<file path="src/rtl/addsub_pkg.sv">
// Shared definitions for the digit-serial adder/subtractor: FSM encoding,
// count-width helper and saturation constant generation.
package addsub_pkg;

    typedef enum logic [1:0] {
        ST_IDLE = 2'd0,
        ST_RUN  = 2'd1,
        ST_DONE = 2'd2
    } state_e;

    // Widest operand the saturation helpers can describe.
    localparam int MAX_W = 64;

    function automatic int clog2(input int n);
        int r;
        r = 0;
        while ((1 << r) < n) r++;
        return (r < 1) ? 1 : r;
    endfunction

    function automatic logic [MAX_W-1:0] sat_min(input int w);
        return MAX_W'(1) << (w - 1);
    endfunction

    function automatic logic [MAX_W-1:0] sat_max(input int w);
        return sat_min(w) - MAX_W'(1);
    endfunction

endpackage

</file>
<file path="src/rtl/addsub_serial_if.sv">
// Operand/result handshake bundle for addsub_serial.
interface addsub_serial_if #(
    parameter int WIDTH = 16
);
    logic             in_valid;
    logic             in_ready;
    logic [WIDTH-1:0] A;
    logic [WIDTH-1:0] B;
    logic             sub;
    logic             sat;
    logic             out_valid;
    logic             out_ready;
    logic [WIDTH-1:0] Sum;
    logic             Ovfl;
    logic             Zero;
    logic             Neg;

    modport master (
        output in_valid, A, B, sub, sat, out_ready,
        input  in_ready, out_valid, Sum, Ovfl, Zero, Neg
    );

    modport slave (
        input  in_valid, A, B, sub, sat, out_ready,
        output in_ready, out_valid, Sum, Ovfl, Zero, Neg
    );
endinterface

</file>
<file path="src/rtl/addsub_chunk.sv">
// Combinational W-bit ripple adder; also exposes the carry into its top bit
// so the caller can form signed overflow on the final chunk.
module addsub_chunk #(
    parameter int W = 4
) (
    input  logic [W-1:0] a,
    input  logic [W-1:0] b,
    input  logic         cin,
    output logic [W-1:0] s,
    output logic         cout,
    output logic         c_msb
);
    logic [W:0] c;

    assign c[0] = cin;

    for (genvar i = 0; i < W; i++) begin : g_bit
        full_adder_1bit u_fa (
            .a    (a[i]),
            .b    (b[i]),
            .cin  (c[i]),
            .s    (s[i]),
            .cout (c[i+1])
        );
    end

    assign cout  = c[W];
    assign c_msb = c[W-1];
endmodule

</file>
<file path="src/rtl/full_adder_1bit.sv">
// Single-bit full adder cell.
module full_adder_1bit (
    input  logic a,
    input  logic b,
    input  logic cin,
    output logic s,
    output logic cout
);
    assign s    = a ^ b ^ cin;
    assign cout = (a & b) | (cin & (a ^ b));
endmodule

</file>
<file path="src/rtl/addsub_serial.sv">
// Digit-serial two's-complement add/sub: CHUNK bits per cycle, LS chunk first,
// optional saturation, registered result and flags behind valid/ready.
module addsub_serial
    import addsub_pkg::*;
#(
    parameter int WIDTH  = 16,
    parameter int CHUNK  = 4,
    parameter int SAT_EN = 1
) (
    input logic           clk,
    input logic           rst_n,
    addsub_serial_if.slave bus
);
    localparam int               N       = WIDTH / CHUNK;
    localparam int               CW      = clog2(N);
    localparam logic [CW-1:0]    LAST    = CW'(N - 1);
    localparam logic             SAT_BIT = (SAT_EN != 0);
    localparam logic [WIDTH-1:0] SAT_MAX = WIDTH'(sat_max(WIDTH));
    localparam logic [WIDTH-1:0] SAT_MIN = WIDTH'(sat_min(WIDTH));

    state_e           state_q;
    logic [CW-1:0]    count_q;
    logic [WIDTH-1:0] a_sh_q, b_sh_q;
    logic             carry_q, sat_q, a_sign_q;
    logic [WIDTH-1:0] sum_q;
    logic             ovfl_q, zero_q, neg_q, in_ready_q, out_valid_q;

    logic [CHUNK-1:0] chunk_s;
    logic             chunk_cout, chunk_cmsb;
    logic [WIDTH-1:0] res_d, final_d;
    logic             ovfl_d;

    addsub_chunk #(.W(CHUNK)) u_chunk (
        .a     (a_sh_q[CHUNK-1:0]),
        .b     (b_sh_q[CHUNK-1:0]),
        .cin   (carry_q),
        .s     (chunk_s),
        .cout  (chunk_cout),
        .c_msb (chunk_cmsb)
    );

    // Earlier chunks collect in a partial register; the current chunk lands on top.
    if (N == 1) begin : g_single
        assign res_d = chunk_s;
    end else begin : g_multi
        logic [WIDTH-CHUNK-1:0] part_q;
        always_ff @(posedge clk) begin
            if (state_q == ST_RUN) part_q <= res_d[WIDTH-1:CHUNK];
        end
        assign res_d = {chunk_s, part_q};
    end

    always_comb begin
        // NOTE: give every always_comb output a default first so no latch is inferred.
        final_d = res_d;
        ovfl_d  = chunk_cmsb ^ chunk_cout;
        if (sat_q && ovfl_d) final_d = a_sign_q ? SAT_MIN : SAT_MAX;
    end

    // NOTE: operand shift registers carry no reset; they are always loaded on accept before use.
    always_ff @(posedge clk) begin
        if (state_q == ST_IDLE && bus.in_valid) begin
            a_sh_q   <= bus.A;
            b_sh_q   <= bus.B ^ {WIDTH{bus.sub}};
            carry_q  <= bus.sub;
            sat_q    <= bus.sat & SAT_BIT;
            a_sign_q <= bus.A[WIDTH-1];
        end else if (state_q == ST_RUN) begin
            a_sh_q  <= a_sh_q >> CHUNK;
            b_sh_q  <= b_sh_q >> CHUNK;
            carry_q <= chunk_cout;
        end
    end

    // NOTE: sequential state uses non-blocking assignments so every register samples pre-edge values.
    always_ff @(posedge clk) begin
        if (!rst_n) begin
            state_q     <= ST_IDLE;
            count_q     <= '0;
            sum_q       <= '0;
            ovfl_q      <= 1'b0;
            zero_q      <= 1'b0;
            neg_q       <= 1'b0;
            in_ready_q  <= 1'b1;
            out_valid_q <= 1'b0;
        end else begin
            case (state_q)
                ST_IDLE: begin
                    if (bus.in_valid) begin
                        count_q    <= '0;
                        in_ready_q <= 1'b0;
                        state_q    <= ST_RUN;
                    end
                end
                ST_RUN: begin
                    count_q <= count_q + CW'(1);
                    if (count_q == LAST) begin
                        sum_q       <= final_d;
                        ovfl_q      <= ovfl_d;
                        zero_q      <= (final_d == '0);
                        neg_q       <= final_d[WIDTH-1];
                        out_valid_q <= 1'b1;
                        state_q     <= ST_DONE;
                    end
                end
                ST_DONE: begin
                    if (bus.out_ready) begin
                        out_valid_q <= 1'b0;
                        in_ready_q  <= 1'b1;
                        state_q     <= ST_IDLE;
                    end
                end
                default: state_q <= ST_IDLE;
            endcase
        end
    end

    assign bus.in_ready  = in_ready_q;
    assign bus.out_valid = out_valid_q;
    assign bus.Sum       = sum_q;
    assign bus.Ovfl      = ovfl_q;
    assign bus.Zero      = zero_q;
    assign bus.Neg       = neg_q;
endmodule

</file>
<file path="src/flat_wrapper.sv">
// flat-port wrapper written by rule: the top's interface ports become plain ports
module addsub_serial_flat import addsub_pkg::*;
#(
    parameter int WIDTH  = 16,
    parameter int CHUNK  = 4,
    parameter int SAT_EN = 1
)
  (clk, rst_n, bus_in_valid, bus_A, bus_B, bus_sub, bus_sat, bus_out_ready, bus_in_ready, bus_out_valid, bus_Sum, bus_Ovfl, bus_Zero, bus_Neg);
  addsub_serial_if #(.WIDTH(WIDTH)) bus_i ();
  input logic clk;
  input logic rst_n;
  input wire logic [$bits(bus_i.in_valid)-1:0] bus_in_valid;
  input wire logic [$bits(bus_i.A)-1:0] bus_A;
  input wire logic [$bits(bus_i.B)-1:0] bus_B;
  input wire logic [$bits(bus_i.sub)-1:0] bus_sub;
  input wire logic [$bits(bus_i.sat)-1:0] bus_sat;
  input wire logic [$bits(bus_i.out_ready)-1:0] bus_out_ready;
  output wire logic [$bits(bus_i.in_ready)-1:0] bus_in_ready;
  output wire logic [$bits(bus_i.out_valid)-1:0] bus_out_valid;
  output wire logic [$bits(bus_i.Sum)-1:0] bus_Sum;
  output wire logic [$bits(bus_i.Ovfl)-1:0] bus_Ovfl;
  output wire logic [$bits(bus_i.Zero)-1:0] bus_Zero;
  output wire logic [$bits(bus_i.Neg)-1:0] bus_Neg;
  assign bus_i.in_valid = bus_in_valid;
  assign bus_i.A = bus_A;
  assign bus_i.B = bus_B;
  assign bus_i.sub = bus_sub;
  assign bus_i.sat = bus_sat;
  assign bus_i.out_ready = bus_out_ready;
  assign bus_in_ready = bus_i.in_ready;
  assign bus_out_valid = bus_i.out_valid;
  assign bus_Sum = bus_i.Sum;
  assign bus_Ovfl = bus_i.Ovfl;
  assign bus_Zero = bus_i.Zero;
  assign bus_Neg = bus_i.Neg;
  addsub_serial #(.WIDTH(WIDTH), .CHUNK(CHUNK), .SAT_EN(SAT_EN)) u_core (.clk(clk), .rst_n(rst_n), .bus(bus_i));
endmodule
</file>
<file path="config.mk">
export PLATFORM = sky130hd
export DESIGN_NAME = addsub_serial_flat
export DESIGN_NICKNAME = d
export VERILOG_FILES = /design/src/rtl/addsub_pkg.sv /design/src/rtl/addsub_serial_if.sv /design/src/rtl/addsub_chunk.sv /design/src/rtl/full_adder_1bit.sv /design/src/rtl/addsub_serial.sv /design/src/flat_wrapper.sv
export SDC_FILE = /design/constraint.sdc
export NUM_CORES = 1
export LEC_CHECK = 0
export ABC_AREA = 1
export CORE_ASPECT_RATIO = 0.8
export CORE_MARGIN = 2
export CORE_UTILIZATION = 54
export CTS_BUF_LIST = sky130_fd_sc_hd__clkbuf_8
export CTS_CLUSTER_DIAMETER = 150
export DETAILED_ROUTE_END_ITERATION = 16
export GPL_TIMING_DRIVEN = 0
export PLACE_DENSITY = 0.82
export SYNTH_ARGS = -nofsm -noshare
export SYNTH_HDL_FRONTEND = slang
export SYNTH_SLANG_ARGS = --single-unit
export TNS_END_PERCENT = 20
</file>
<file path="constraint.sdc">
create_clock -name clk -period 3.3 [get_ports clk]
set_clock_uncertainty 0.05 [all_clocks]
set_input_delay 0.33 -clock clk [delete_from_list [all_inputs] [get_ports clk]]
set_output_delay 0.33 -clock clk [all_outputs]
set_load 0.02 [all_outputs]
</file>
==> metrics.txt, run 1 <==
status=finished, final reports clean; vias in the first global route=2282; 1st-iter DRT viols=183; IO buf count=56; share of layout cells above drive strength 1=8.877%; Syn Area/Cell=10.03 um2; Hold Vio Cnt, Final=0; Max stage delay on crit path=450 ps; Initial Util=56.48%; first-pass GRT wire length=10780 um; core area=0.005525 mm2; Startpoint Class=flip-flop; placed cell count=445; io pins=59; Post-Syn Area=0.003120 mm2; Pre-antenna DRT Iters=4; drt total wl=6227 um; WS Path Type=flip-flop to flip-flop; Crit. End Element=flip-flop; slowest CP cell=fa_1; die area=0.006406 mm2; Tightest Pin Transition=1266 ps; maximum vdd ir drop=0.3308 mV; RSZ-0062 raised after global routing=false; antenna viol nets, final=0; Via density=5.000; YS warnings=0; area leader, netlist=edfxtp_1; Final Total Pwr=0.002017 W; register area share after synthesis=60.63%; die width=88.99 um; Final Instance Area=0.003951 mm2; synthesized net count=354; Fin Setup TNS=0 ps; critical path peak fanout=10; die height=71.99 um; clk sinks=71; Overflow after GRT=0; CP required=3530 ps; PwrDens=510.5 mW/mm2; GP Congestion=0.8592; Fillers=434; nets@finish=421; CTS tree=built; final count of negative-setup-slack endpoints=0; WL/cell=13.51 um; Leak=1.702 nW; Post-Layout Cell Count=461; Synth top area share=45.23%; Post-DP HPWL=4573 um; Clock Path Buffers=2; most used cell along the critical path=fa_1; DR vias=2305; initial antenna violation count=0; placed cell area=0.003779 mm2; Layout area overhead=26.62%; post-synthesis cell type count=24; headroom to the max-slew limit=15.49%; Post-Synthesis Cells=311; Tot GR Track Use=22.68%; Tcrit/Tclk final=94.88%; CTS Buf Count=9; Setup Buffers After CTS=0; synth top area cells=edfxtp_1 45%, dfxtp_1 15%, nand2_1 10%; Worst Hold Class=primary input to flip-flop; H-tree depth=3; MaxCap Viol Count=0; antenna cells=0; critical path, cell by cell=fa_1 -> fa_1 -> fa_1 -> inv_1 -> fa_1 -> inv_1 -> nand2_1 -> nand3_4 -> buf_6 -> nand2_1 -> nand2_1 -> nor2_1 -> nand3_1 -> a21oi_2; Data arrival, critical path=3370 ps; clk slew on worst S/H paths=70 ps; fin crit period=3131 ps; largest net degree at the start of global routing=35; fin. max-slew vios=0; Synth Register Bits=71; # rows=24; Root Buffer=clkbuf_8; Clock Latency Late Sink=350 ps; drt drc=0; Fmax achieved=319.4 MHz
==> metrics by stage <==
stage | worst slack (ps) | hold WS [ps] | util, %
after floorplan | 585.0 | 376.8 | -
after detailed placement | 208.3 | 395.8 | 68.39
final | 169.0 | 262.6 | 71.51
after global placement | 324.7 | 390.0 | 68.39
after CTS | 156.6 | 250.2 | 71.22
after global routing | 20.95 | 260.8 | 71.51
==> layout make-up <==
cell class | instances | area [um2] | area share, %
Clock inverter | 7 | 32.53 | 0.8233
Buffer | 17 | 100.1 | 2.533
Tap cell | 78 | 97.59 | 2.470
Sequential cell | 71 | 1892 | 47.88
Inverter | 38 | 142.6 | 3.610
Clock buffer | 9 | 123.9 | 3.135
Multi-Input combinational cell | 185 | 1002 | 25.36
Timing Repair Buffer | 56 | 560.5 | 14.19
==> report_power, final <==
part           switching, W  leakage (nW)  internal [W]
Sequential        0.0000372         0.659       0.00106
Clock              0.000308        0.0949      0.000260
Combinational      0.000203         0.948      0.000147
Total              0.000548          1.70       0.00147
==> critical path: cells and delay by family, from the launching register on <==
| family | cells | cell delay (ps) |
|---|---|---|
| fa+ha+maj | 4 | 1480 |
| flops | 1 | 410 |
| buf+inv | 3 | 330 |
| compound gates | 1 | 160 |
| simple gates | 6 | 640 |
==> cells in the final DEF, fill, tap and decap left out <==
cell and instances:
clkinv_2 5, o21ai_0 18, clkbuf_1 2, buf_2 11, buf_4 2, and2_1 1
clkdlybuf4s50_1 56, fa_1 4, nand2_1 83, nand3b_4 1, o21ai_1 4, clkbuf_8 9
o221ai_1 1, a21oi_1 5, nand3_1 16, buf_6 2, nor2_2 1, inv_1 40
o211ai_1 14, nand3_4 1, nor2_1 17, dfxtp_1 24, edfxtp_1 47, nand2_2 1
a21oi_2 1, xnor2_1 16, ha_1 1
==> logic make-up after synthesis <==
group | after synthesis | synth area share (%)
AO/OA/AOI/OAI | 43 | 8.260
buffers and inverters | 55 | 7.779
AND/OR/NAND/NOR | 121 | 15.88
flip-flops | 71 | 60.63
adder cells (fa/ha/maj) | 5 | 2.967
XOR/XNOR | 16 | 4.491
==> metal layers <==
metal / routed length, um / global-route usage [%] / up-vias
met5: 0 / 0 / -
met4: 79 / 9.121 / 0
met3: 308 / 6.598 / 7
met2: 3043 / 35.24 / 63
met1: 2796 / 30.21 / 1084
li1: - / - / 1151
==> final timing paths <==
path              slack, ps                startpoint                        to  cells past startpoint
hold / removal          260                     rst_n         u_core.bus.Sum[2]                      3
setup reg to reg        170          u_core.b_sh_q[0]           u_core.bus.Zero                     14
hold reg to reg         420  u_core.g_multi.part_q[4]  u_core.g_multi.part_q[0]                      0
setup / recovery        170          u_core.b_sh_q[0]           u_core.bus.Zero                     14
==> registers in the layout (all words and copies together), names as in the netlist, 2 cells and up <==
| signal | flops |
|---|---|
| u_core.bus.Sum | 16 |
| u_core.b_sh_q | 16 |
| u_core.count_q | 2 |
| u_core.g_multi.part_q | 12 |
| u_core.a_sh_q | 16 |
| u_core.state_q | 2 |
==> cell usage after synthesis <==
cell type / number
xnor2_1: 16
nand3_1: 16
buf_6: 2
ha_1: 1
edfxtp_1: 47
nor2_2: 1
o211ai_1: 14
o221ai_1: 1
dfxtp_1: 24
nand2_1: 83
nand3b_2: 1
buf_2: 11
a21oi_2: 1
nand2_2: 1
and2_1: 1
nor2_1: 17
inv_1: 38
nand3_2: 1
o21ai_1: 4
a21oi_1: 5
o21ai_0: 18
fa_1: 4
buf_4: 2
clkbuf_1: 2
==> timing repair <==
item | CTS | global route
hold buffers | 0 | 0
resized for setup | 0 | 2
endpoints found under the setup margin | 0 | 1
endpoints found under the hold margin | 0 | 0
Note: power is estimated with default switching activity, not from simulation.
==> run 2, diff against run 1 <==
--- a/config.mk
+++ b/config.mk
@@ -6,14 +6,16 @@
 export NUM_CORES = 1
 export LEC_CHECK = 0
 export ABC_AREA = 1
+export CELL_PAD_IN_SITES_DETAIL_PLACEMENT = 0
+export CELL_PAD_IN_SITES_GLOBAL_PLACEMENT = 2
 export CORE_ASPECT_RATIO = 0.8
 export CORE_MARGIN = 2
-export CORE_UTILIZATION = 54
+export CORE_UTILIZATION = 34
 export CTS_BUF_LIST = sky130_fd_sc_hd__clkbuf_8
 export CTS_CLUSTER_DIAMETER = 150
 export DETAILED_ROUTE_END_ITERATION = 16
 export GPL_TIMING_DRIVEN = 0
-export PLACE_DENSITY = 0.82
+export PLACE_DENSITY_LB_ADDON = 0.1
 export SYNTH_ARGS = -nofsm -noshare
 export SYNTH_HDL_FRONTEND = slang
 export SYNTH_SLANG_ARGS = --single-unit
==> metrics.txt, run 2 (same netlist as run 1, synthesis figures left out) <==
status=finished, final reports clean (unchanged); Clock Path Buffers=2 (unchanged); Overflow after GRT=0 (unchanged); WL/cell=13.82 um (was 13.51 um); M3 GR Usage=4.899% (was 6.598%); Fillers=943 (was 434); critical path, cell by cell=fa_2 -> fa_1 -> fa_1 -> inv_1 -> fa_1 -> inv_1 -> nand2_1 -> nand3_2 -> buf_6 -> nand2_1 -> nand2_1 -> nor2_1 -> nand3_1 -> a21oi_2 (was fa_1 -> fa_1 -> fa_1 -> inv_1 -> fa_1 -> inv_1 -> nand2_1 -> nand3_4 -> buf_6 -> nand2_1 -> nand2_1 -> nor2_1 -> nand3_1 -> a21oi_2); 1st-iter DRT viols=83 (was 183); Clock Latency Late Sink=340 ps (was 350 ps); nets@finish=422 (was 421); die height=89.69 um (was 71.99 um); MaxCap Viol Count=0 (unchanged); R2R cell count=14 (unchanged); clk sinks=71 (unchanged); WHS Path Cells=3 (unchanged); maximum vdd ir drop=0.2031 mV (was 0.3308 mV); Fin Setup TNS=0 ps (unchanged); drt drc=0 (unchanged); die area=0.009965 mm2 (was 0.006406 mm2); RSZ-0062 raised after global routing=false (unchanged); Worst Setup SP=u_core.b_sh_q[0] (unchanged); commonest cells after routing, fill and taps aside=83 x nand2_1, 56 x clkdlybuf4s50_1, 47 x edfxtp_1 (unchanged); final count of negative-setup-slack endpoints=0 (unchanged); die width=111.1 um (was 88.99 um); Pre-antenna DRT Iters=4 (unchanged); largest net degree at the start of global routing=35 (unchanged); first-pass GRT wire length=11110 um (was 10780 um); io pins=59 (unchanged); Via density=4.475 (was 5.000); Tightest Pin Transition=625.1 ps (was 1266 ps); core area=0.008999 mm2 (was 0.005525 mm2); antenna viol nets, final=0 (unchanged); FF-to-FF End=u_core.bus.Zero (unchanged); CTS tree=built (unchanged); fin crit period=3025 ps (was 3131 ps); H-tree depth=3 (unchanged); Tot GR Track Use=14.70% (was 22.68%); clk slew on worst S/H paths=80 ps (was 70 ps); Final Util=45.37% (was 71.51%); Hold Crit Start=rst_n (unchanged); Initial Util=34.68% (was 56.48%); antenna cells=0 (unchanged); Data arrival, critical path=3260 ps (was 3370 ps); CP required=3530 ps (about the same); Crit. End Element=flip-flop (unchanged); Worst Hold Class=primary input to flip-flop (unchanged); Tcrit/Tclk final=91.68% (was 94.88%); Max stage delay on crit path=440 ps (was 450 ps); initial antenna violation count=0 (unchanged); busiest grt layer=met2 (unchanged); Fmax achieved=330.5 MHz (was 319.4 MHz); R2R Path Start=u_core.b_sh_q[0] (unchanged); CTS Buf Count=9 (unchanged); M1 GR Usage=20.98% (was 30.21%); IO buf count=56 (unchanged); reg2reg setup slack=270 ps (was 170 ps); PwrDens=558.9 mW/mm2 (was 510.5 mW/mm2); Hold Vio Cnt, Final=0 (unchanged); DR vias=2233 (was 2305); GP Congestion=0.7939 (was 0.8592); headroom to the max-slew limit=58.28% (was 15.49%); # rows=31 (was 24); Startpoint Class=flip-flop (unchanged); share of layout cells above drive strength 1=9.375% (was 8.877%); Post-DP HPWL=4748 um (was 4573 um); WS Path Type=flip-flop to flip-flop (unchanged); drt total wl=6895 um (was 6227 um); most common cell after layout, fill and taps aside=nand2_1 (unchanged); Leak=1.725 nW (was 1.702 nW); critical path peak fanout=10 (unchanged); fin. max-slew vios=0 (unchanged); slowest CP cell=edfxtp_1 (was fa_1); Layout area overhead=30.83% (was 26.62%); Setup Buffers After CTS=0 (unchanged); met2 GRT Util=21.92% (was 35.24%); vias in the first global route=2158 (was 2282); Root Buffer=clkbuf_8 (unchanged); Hold Crit Endpoint=u_core.bus.Ovfl (was u_core.bus.Sum[2])
[run 2: changes by cell type in the layout (fill, tap and decap cells not counted), moves of 2 or more]
cell,delta
clkinv_2,-4
bufinv_16,+3
clkinv_1,+2
inv_1,-2
[run 2: through the flow]
| stage | std cells | cell area [um2] | setup slack (ps) | hold slack [ps] | total power [W] |
|---|---|---|---|---|---|
| after floorplan | 311 | 3120 | 585.0 | 376.8 | 0.001329 |
| after global placement | 482 | 3825 | 278.3 | 381.3 | 0.001459 |
| after detailed placement | 482 | 3825 | 245.6 | 396.3 | 0.001460 |
| after CTS | 498 | 4060 | 198.0 | 254.9 | 0.002306 |
| after global routing | 499 | 4083 | 52.53 | 264.5 | 0.002397 |
| final | 499 | 4083 | 274.5 | 277.9 | 0.002282 |
[run 2: routing by layer]
metal  up-vias  share of wire [%]  routed length (um)
met5         -                  0                   0
met3         4                4.9                 341
li1       1149                  -                   -
met4         0               0.36                  25
met1      1032                 52                3598
met2        48                 42                2930
[run 2: what timing repair did]
item / in CTS / in global routing
gates resized for setup: 0 / 1
hold endpoints to repair: 0 / 0
hold buffers: 0 / 0
setup endpoints to repair: 0 / 1
[run 2: worst max-delay path: cells and delay by family, from the launching register on]
family                     cells  cell delay (ps)
DFF                            1              440
and+or+nand+nor                6              630
adders and majority gates      4             1380
buffers and inverters          3              320
AOI/OAI and AO/OA              1              130
[run 2: cell type report]
cell class | count | area, um2 | area share (%)
sequential | 71 | 1892 | 46.34
inverter | 38 | 142.6 | 3.494
clock buffer | 9 | 123.9 | 3.034
tap | 115 | 143.9 | 3.524
multi-input combinational | 185 | 988.4 | 24.21
buffer | 17 | 100.1 | 2.452
timing repair buffer | 57 | 580.6 | 14.22
clock inverter | 7 | 111.4 | 2.728
[run 2: worst max path at each step]
stage                               to  slack (ps)  cells past startpoint
finish                 u_core.bus.Zero         270                     14
global route           u_core.bus.Zero          50                     14
CTS                    u_core.bus.Zero         200                     14
detailed placement     u_core.bus.Zero         250                     14
global placement       u_core.bus.Zero         280                     14
floorplan           u_core.bus.Sum[15]         580                     13
[run 2: report_power, final]
group | internal (W) | switching (W)
sequential | 0.00106 | 0.0000380
clock | 0.000499 | 0.000340
combinational | 0.000150 | 0.000196
==> run 3, diff against run 2 <==
--- a/config.mk
+++ b/config.mk
@@ -8,8 +8,7 @@
 export ABC_AREA = 1
 export CELL_PAD_IN_SITES_DETAIL_PLACEMENT = 0
 export CELL_PAD_IN_SITES_GLOBAL_PLACEMENT = 2
-export CORE_ASPECT_RATIO = 0.8
-export CORE_MARGIN = 2
+export CORE_ASPECT_RATIO = 1.25
 export CORE_UTILIZATION = 34
 export CTS_BUF_LIST = sky130_fd_sc_hd__clkbuf_8
 export CTS_CLUSTER_DIAMETER = 150
==> metrics.txt, run 3 (same netlist as run 1, synthesis figures left out) <==
status=finished, final reports clean (unchanged); fin crit period=3025 ps (about the same); Leak=1.727 nW (was 1.725 nW); Startpoint Class=flip-flop (unchanged); H-tree depth=3 (unchanged); Hold Vio Cnt, Final=0 (unchanged); vias in the first global route=2175 (was 2158); WHS Path Cells=3 (unchanged); Worst Hold Class=primary input to flip-flop (unchanged); WL/cell=12.43 um (was 13.82 um); clk sinks=71 (unchanged); antenna viol nets, final=0 (unchanged); Root Buffer=clkbuf_8 (unchanged); final hold slack=283.0 ps (was 277.9 ps); CTS tree=built (unchanged); Via density=4.375 (was 4.475); largest net degree at the start of global routing=35 (unchanged); share of layout cells above drive strength 1=8.854% (was 9.375%); die height=109.1 um (was 89.69 um); drt total wl=6266 um (was 6895 um); critical path peak fanout=10 (unchanged); Fillers=905 (was 943); GP Congestion=0.7324 (was 0.7939); core area=0.008796 mm2 (was 0.008999 mm2); PwrDens=532.3 mW/mm2 (was 558.9 mW/mm2); Clock Latency Late Sink=340 ps (about the same); Initial Util=35.48% (was 34.68%); antenna cells=0 (unchanged); FF-to-FF End=u_core.bus.Zero (unchanged); cts hold-fix bufs=0 (unchanged); Hold Crit Start=rst_n (unchanged); fin. max-slew vios=0 (unchanged); most common cell after layout, fill and taps aside=nand2_1 (unchanged); clk slew on worst S/H paths=80 ps (about the same); Crit. End Element=flip-flop (unchanged); 1st-iter DRT viols=41 (was 83); die area=0.009567 mm2 (was 0.009965 mm2); Fin Setup TNS=0 ps (unchanged); R2R Path Start=u_core.b_sh_q[0] (unchanged); Post-DP HPWL=4491 um (was 4748 um); reg2reg setup slack=280 ps (was 270 ps); R2R cell count=14 (unchanged); MaxCap Viol Count=0 (unchanged); # rows=38 (was 31); drt drc=0 (unchanged); Layout area overhead=30.23% (was 30.83%); Tightest Pin Transition=563.5 ps (was 625.1 ps); maximum vdd ir drop=0.2240 mV (was 0.2031 mV); Worst Setup Slack, final=275.2 ps (was 274.5 ps); Clock Path Buffers=2 (unchanged); Tcrit/Tclk final=91.66% (was 91.68%); post-cts sizing count=0 (unchanged); final count of negative-setup-slack endpoints=0 (unchanged); nets@finish=422 (unchanged); Tot GR Track Use=14.89% (was 14.70%); headroom to the max-slew limit=62.39% (was 58.28%); setup slack after placement=237.3 ps (was 245.6 ps); first-pass GRT wire length=10360 um (was 11110 um); CTS Buf Count=9 (unchanged); initial antenna violation count=0 (unchanged); RSZ-0062 raised after global routing=false (unchanged); IO buf count=56 (unchanged); commonest cells after routing, fill and taps aside=83 x nand2_1, 56 x clkdlybuf4s50_1, 47 x edfxtp_1 (unchanged); Hold Crit Endpoint=u_core.bus.Ovfl (unchanged); CP required=3530 ps (about the same); Setup Buffers After CTS=0 (unchanged); die width=87.69 um (was 111.1 um); io pins=59 (unchanged); Pre-antenna DRT Iters=4 (unchanged); Overflow after GRT=0 (unchanged); DR vias=2205 (was 2233); Fmax achieved=330.6 MHz (was 330.5 MHz); WS Path Type=flip-flop to flip-flop (unchanged); Data arrival, critical path=3260 ps (about the same)
## run 3: cell count changes in the layout (fill, tap and decap cells not counted), sizes merged
| cell | before | now |
|---|---|---|
| inv | 39 | 41 |
| clkinv | 3 | 2 |
| bufinv | 3 | 2 |
## run 3: cell type report
cell class                      instances  area, um2  share of cell area [%]
Sequential cell                        71       1892                   46.55
Multi-Input combinational cell        185      985.9                   24.26
Timing Repair Buffer                   57      588.1                   14.47
Tap cell                              120      150.1                   3.695
Inverter                               38      142.6                   3.510
Clock buffer                            9      123.9                   3.048
Buffer                                 17      100.1                   2.463
Clock inverter                          7      81.33                   2.001
## run 3: critical path, cell delays in order, from the launching register on
cell,delay (ps)
edfxtp_1,420
fa_1,450
fa_1,390
fa_1,410
inv_1,100
fa_1,200
inv_1,50
nand2_1,80
nand3_2,120
buf_6,170
o21ai_1,90
nand2_1,60
nor2_1,120
nand3_1,150
a21oi_2,130
## run 3: how the worst max path moves through the flow
stage / slack, ps / depth (start not counted) / start / end
after global placement: 250 / 14 / u_core.b_sh_q[0] / u_core.bus.Zero
after global routing: 50 / 14 / u_core.b_sh_q[0] / u_core.bus.Zero
final: 280 / 14 / u_core.b_sh_q[0] / u_core.bus.Zero
after CTS: 220 / 14 / u_core.b_sh_q[0] / u_core.bus.Zero
after detailed placement: 240 / 14 / u_core.b_sh_q[0] / u_core.bus.Zero
after floorplan: 580 / 13 / u_core.b_sh_q[0] / u_core.bus.Sum[15]
## run 3: layer usage
metal / GRT usage, % / wire [um] / up-vias
met2: 25.56 / 3199 / 46
met3: 4.391 / 285 / 6
met1: 16.89 / 2724 / 1006
met4: 7.026 / 57 / 0
met5: 0 / 0 / -
li1: - / - / 1147
## run 3: through the flow
step                total power (W)  std cells  area (um2)  util (%)
floorplan                  0.001329        311        3120         -
global placement           0.001450        487        3831     43.56
detailed placement         0.001454        487        3831     43.56
CTS                        0.002193        503        4036     45.89
global route               0.002295        504        4064     46.20
finish                     0.002163        504        4064     46.20
## run 3: power breakdown
group | switching, W | total (W) | internal (W)
Combinational | 0.000188 | 0.000337 | 0.000149
Sequential | 0.0000336 | 0.00109 | 0.00106
Clock | 0.000318 | 0.000733 | 0.000415
Total | 0.000539 | 0.00216 | 0.00162
